File: src/rtl/mem_access_unit.sv
// MEM-stage load/store controller for a word-addressed RAM with registered read.
// Sub-word stores are read-modify-write; optional range check enabled by MAU_RANGE_CHECK_EN.
module mem_access_unit #(
    parameter int RAM_ADDR_WIDTH = 5
) (
    input  logic        clk,
    input  logic        rst,
    input  logic        req_valid,
    input  logic        req_we,
    input  logic [1:0]  req_size,
    input  logic        req_unsigned,
    input  logic [31:0] req_addr,
    input  logic [31:0] req_wdata,
    output logic        stall_out,
    output logic        done,
    output logic [31:0] rdata_out,
    output logic        misaligned_exc,
    output logic        access_fault,
    output logic        mem_cs,
    output logic        mem_we,
    output logic [31:0] mem_addr,
    output logic [31:0] mem_din,
    input  logic [31:0] mem_dout,
    input  logic        mem_stall
);

    typedef enum logic [2:0] {
        S_IDLE = 3'd0,
        S_RD   = 3'd1,
        S_CAP  = 3'd2,
        S_WR   = 3'd3,
        S_DONE = 3'd4
    } state_t;

    state_t      r_state;
    state_t      w_state_next;

    logic        r_we;
    logic [1:0]  r_size;
    logic        r_unsigned;
    logic [31:0] r_addr;
    logic [31:0] r_wdata;
    logic        r_done;
    logic [31:0] r_rdata;
    logic        r_misaligned_exc;
    logic        r_access_fault;

    logic        w_accept;
    logic        w_misaligned;
    logic        w_out_of_range;
    logic [7:0]  w_sel_byte;
    logic [15:0] w_sel_half;
    logic [31:0] w_load_ext;
    logic [3:0]  w_lane_mask;
    logic [31:0] w_store_rep;
    logic [31:0] w_merged;

    assign w_accept = (r_state == S_IDLE) && req_valid;

    always_comb begin
        case (req_size)
            2'b00:   w_misaligned = 1'b0;
            2'b01:   w_misaligned = req_addr[0];
            2'b10:   w_misaligned = (req_addr[1:0] != 2'b00);
            default: w_misaligned = 1'b1;
        endcase
    end

`ifdef MAU_RANGE_CHECK_EN
    assign w_out_of_range = ((req_addr >> 2) >= (32'd1 << RAM_ADDR_WIDTH));
`else
    assign w_out_of_range = 1'b0;
`endif

    // Load path: pick the addressed lane out of the captured RAM word and extend it.
    assign w_sel_byte = 8'(mem_dout >> {r_addr[1:0], 3'b000});
    assign w_sel_half = r_addr[1] ? mem_dout[31:16] : mem_dout[15:0];

    always_comb begin
        case (r_size)
            2'b00:   w_load_ext = r_unsigned ? {24'h0, w_sel_byte}
                                             : {{24{w_sel_byte[7]}}, w_sel_byte};
            2'b01:   w_load_ext = r_unsigned ? {16'h0, w_sel_half}
                                             : {{16{w_sel_half[15]}}, w_sel_half};
            default: w_load_ext = mem_dout;
        endcase
    end

    // Store path: replicate the new data across lanes, then keep only the addressed one.
    always_comb begin
        w_lane_mask = 4'b0000;
        w_store_rep = r_wdata;
        case (r_size)
            2'b00: begin
                w_lane_mask[r_addr[1:0]] = 1'b1;
                w_store_rep = {4{r_wdata[7:0]}};
            end
            2'b01: begin
                w_lane_mask = r_addr[1] ? 4'b1100 : 4'b0011;
                w_store_rep = {2{r_wdata[15:0]}};
            end
            default: w_lane_mask = 4'b1111;
        endcase
    end

    generate
        for (genvar gi = 0; gi < 4; gi++) begin : g_merge
            assign w_merged[8*gi +: 8] = w_lane_mask[gi] ? w_store_rep[8*gi +: 8]
                                                         : mem_dout[8*gi +: 8];
        end
    endgenerate

    always_ff @(posedge clk) begin
        if (rst) begin
            r_state <= S_IDLE;
        end else begin
            r_state <= w_state_next;
        end
    end

    always_comb begin
        w_state_next = r_state;
        case (r_state)
            S_IDLE: begin
                if (req_valid) begin
                    if (w_misaligned || w_out_of_range) begin
                        w_state_next = S_DONE;
                    end else if (req_we && (req_size == 2'b10)) begin
                        w_state_next = S_WR;
                    end else begin
                        w_state_next = S_RD;
                    end
                end
            end
            S_RD:    if (!mem_stall) w_state_next = S_CAP;
            S_CAP:   w_state_next = r_we ? S_WR : S_DONE;
            S_WR:    if (!mem_stall) w_state_next = S_DONE;
            S_DONE:  w_state_next = S_IDLE;
            default: w_state_next = S_IDLE;
        endcase
    end

    always_comb begin
        mem_cs    = 1'b0;
        mem_we    = 1'b0;
        mem_din   = 32'h0;
        stall_out = 1'b0;
        case (r_state)
            S_IDLE: stall_out = req_valid;
            S_RD: begin
                mem_cs    = 1'b1;
                stall_out = 1'b1;
            end
            S_CAP: stall_out = 1'b1;
            S_WR: begin
                mem_cs    = 1'b1;
                mem_we    = 1'b1;
                mem_din   = r_wdata;
                stall_out = 1'b1;
            end
            default: stall_out = 1'b0;
        endcase
    end

    always_ff @(posedge clk) begin
        if (rst) begin
            r_we             <= 1'b0;
            r_size           <= 2'b00;
            r_unsigned       <= 1'b0;
            r_addr           <= 32'h0;
            r_wdata          <= 32'h0;
            r_done           <= 1'b0;
            r_rdata          <= 32'h0;
            r_misaligned_exc <= 1'b0;
            r_access_fault   <= 1'b0;
        end else begin
            if (w_accept) begin
                r_we       <= req_we;
                r_size     <= req_size;
                r_unsigned <= req_unsigned;
                r_addr     <= req_addr;
                r_wdata    <= req_wdata;
            end else if ((r_state == S_CAP) && r_we) begin
                r_wdata <= w_merged;
            end
            // Completion outputs are only non-zero for the single DONE cycle.
            r_done           <= (w_state_next == S_DONE);
            r_rdata          <= ((r_state == S_CAP) && !r_we) ? w_load_ext : 32'h0;
            r_misaligned_exc <= w_accept && w_misaligned;
            r_access_fault   <= w_accept && !w_misaligned && w_out_of_range;
        end
    end

    assign done           = r_done;
    assign rdata_out      = r_rdata;
    assign misaligned_exc = r_misaligned_exc;
    assign access_fault   = r_access_fault;
    assign mem_addr       = {2'b00, r_addr[31:2]};

endmodule

File: config.mk
export PLATFORM = sky130hd
export DESIGN_NAME = mem_access_unit
export DESIGN_NICKNAME = d
export VERILOG_FILES = /design/src/rtl/mem_access_unit.sv
export SDC_FILE = /design/constraint.sdc
export NUM_CORES = 1
export LEC_CHECK = 0
export CORE_AREA = 3 3 115 117
export DETAILED_ROUTE_END_ITERATION = 10
export DIE_AREA = 0 0 118 120
export PLACE_DENSITY = 0.9
export SETUP_SLACK_MARGIN = 0.5
export SYNTH_ARGS = -nofsm -noshare
export SYNTH_HDL_FRONTEND = slang
export SYNTH_SLANG_ARGS = --single-unit
File: constraint.sdc
create_clock -name clk -period 2.2 [get_ports clk]
set_clock_uncertainty 0.05 [all_clocks]
set_input_delay 0.33 -clock clk [delete_from_list [all_inputs] [get_ports clk]]
set_output_delay 0.33 -clock clk [all_outputs]
set_load 0.01 [all_outputs]
==> metrics.cfg <==
[floorplanning]
io_pins = 206
initial_core_util_pct = 42.8
die-area_um2 = 14200
die_w_um = 118
die_y_um = 120
rows = 41
core-area_um2 = 12500

[detailed_routing]
wl_per_cell_um = 20.0
route.met2.wl_mm = 9.50
dr_total_vias = 5742
ant_nets = 0
dr.pass1.iters = 7
routed_wl_mm = 20.0
dr.first_iter.drc_count = 606
wl_met3_mm = 1.91
drc_errors = 0
viasPerCell = 5.75
topRoutingLayerUsed = met4
wl_met1_mm = 7.73

[final_layout]
n_antenna_cell = 0
area_delta_synth_final_pct = 57.6
fin_area_um2 = 8410
drive_above_1_share_pct = 26.7
fin_nets = 926
fillers = 916

[clock_network]
path_clk_slew_ns = 0.08
postCtsHoldBufs = 0
numCtsBuffers = 9
clk_path_buf_depth = 2
htree_levels = 3
cts_sinks = 105
root_buffer = clkbuf_16
clock_latency_ns = 0.35
cts_tree = yes

[worst_setup_path]
crit_start = r_state[0]
cp-end-kind = output pin
path_class = reg2out
start_kind = register
critical_path_peak_fanout = 9
r2r_start = r_state[2]
required_ns = 1.82
crit_arrival_ns = 1.51

[synth]
yosys-top-cells-area = dfxtp_1 (39%), nand2_1 (7.5%), a21oi_1 (6.6%)
yosysMostFrequentCell = nand2_1
synth_top_area_share_pct = 39.4
yosysUniqueCellTypes = 51
yosys_most_used_dff = dfxtp_1
ys_warn_count = 0
synthArstFlopShare_pct = 0
syn_area_um2 = 5340
seq_area_frac_synth_pct = 39.4
synth-seq-cells = 105
avgSynthCellArea_um2 = 8.36
synth-edff-count = 0
yosys.area.top_type = dfxtp_1
synth_common_cells = nand2_1 (107), dfxtp_1 (105), a21oi_1 (70), nor2_1 (53), buf_4 (35)
syn_inst = 638

[placement]
placed_cell_area_um2 = 7370
globalplace.congestion = 0.890
dp_hpwl_mm = 13.0
portBuffers = 202

[timing]
finalCritPeriodShare_pct = 85.9
timing.final.hold_violations = 0
finalSetupViolCount = 0
period_needed_ns = 1.89
max_clock_freq_mhz = 529
tns_ns = 0
grt_setup_unrepaired = yes
drv_slew = 0

[power_and_ir_drop]
share_comb_of_total_power_pct = 28.6
p_sw_share_pct = 31.5
p_sw_w = 0.00165
seqPwrFrac_pct = 40.8
clock_power_share_pct = 30.6
intPower_w = 0.00359
vdd_drop_max_mv = 0.347
p_per_area_nw_per_um2 = 624
leakage_nw = 3.26

[worst_hold_path]
hold_start = mem_dout[7]
worst_hold_path_type = in2reg

[grt]
antenna_found_initial = 0
grt_overflow = 0
grt_pass1_vias = 5288
grt_pass1_wl_mm = 28.4
track_usage_pct = 25.0
grt_max_degree = 46

[status]
status = finished, final reports clean

[flow_run]
drv_cap = 0

## power by group through the flow
stage               combinational [W]  sequential, W  clock [W]
floorplan                    0.000792        0.00214          0
global placement              0.00119        0.00216          0
detailed placement            0.00121        0.00217          0
CTS                           0.00128        0.00213    0.00162
global route                  0.00158        0.00215    0.00169
finish                        0.00150        0.00214    0.00160
## final cells by class
class	count	area, µm²	area share, %
multi-input cells	433	3020	35.9
repair buffers	262	2720	32.4
flip-flops and latches	105	2110	25.1
clock buffers	9	225	2.68
well taps	172	215	2.56
clock inverters	7	70.1	0.833
inverters	11	41.3	0.491
## critical path: stages (launching register included)
cell,delay [ns]
dfxtp_2,0.33
nor2b_4,0.17
buf_6,0.13
buf_12,0.09
buf_12,0.12
and3_4,0.21
buf_6,0.10
## stage by stage
step	total power [W]	util [%]	cells	hold slack [ns]	setup slack, ns
after floorplan	0.00293	-	640	0.387	0.467
after global placement	0.00335	59.1	954	0.391	0.107
after detailed placement	0.00338	59.1	954	0.396	0.00612
after CTS	0.00504	63.9	977	0.386	0.334
after global routing	0.00543	67.4	999	0.390	0.260
final	0.00525	67.4	999	0.385	0.310
## registers in the layout, summed over array words and instances (netlist names)
signal,count
rdata_out,32
r_size,2
r_addr,32
done,1
r_wdata,32
r_we,1
r_state,3
r_unsigned,1
misaligned_exc,1
## metal layers
metal  GRT usage (%)  vias to the layer above
met1            31.7                     2667
met3            4.71                       80
met5               0                        -
met4            9.30                        0
li1                -                     2586
met2            42.5                      409
## what timing repair did
| item | in CTS | in global routing |
|---|---|---|
| setup endpoints to repair | 133 | 117 |
| resized for setup | 204 | 51 |
| pin swaps | 5 | 22 |
| setup buffers | 4 | 15 |
| gates cloned | 3 | 7 |
## logic make-up (layout without fill, tap and decap cells)
logic type,after synthesis,in the layout,share of synthesized area [%]
and+or+nand+nor,249,250,22.4
AOI/OAI and AO/OA,151,152,21.5
DFF,105,105,39.4
buffers and inverters,104,289,10.8
muxes,27,27,5.65
other,1,3,0.0703
xor gates and xnor gates,1,1,0.164
## final timing paths
check                end  depth (start not counted)  slack [ns]
min           r_wdata[7]                          3        0.39
min reg2reg   r_addr[14]                          2        0.40
max           mem_din[8]                          6        0.31
max reg2reg  r_wdata[15]                          6        0.32
## layout by cell type (no fill, tap or decap), types with 7 or more instances in the layout
cell type        netlist  layout
o211ai_1               7       7
inv_1                 11      11
buf_4                 35      34
buf_2                 18      12
nand2_1              107     107
o32ai_2                7       7
nand3b_1              10      10
and3_4                 0      22
a211oi_1              10       7
clkdlybuf4s50_1        0     164
and3_1                32      10
buf_6                  4      32
dfxtp_1              105     101
a311oi_2               0      11
nor3_1                11      10
a222oi_1               7       7
or3_1                  8       7
mux2_2                25      23
o41ai_2                8       7
nor2_2                 0       7
a22oi_1                7       7
nor2_1                53      45
nor3b_1                7       7
clkbuf_16              0      13
a21oi_1               70      69
No activity file was read; power rests on OpenSTA's default activity.
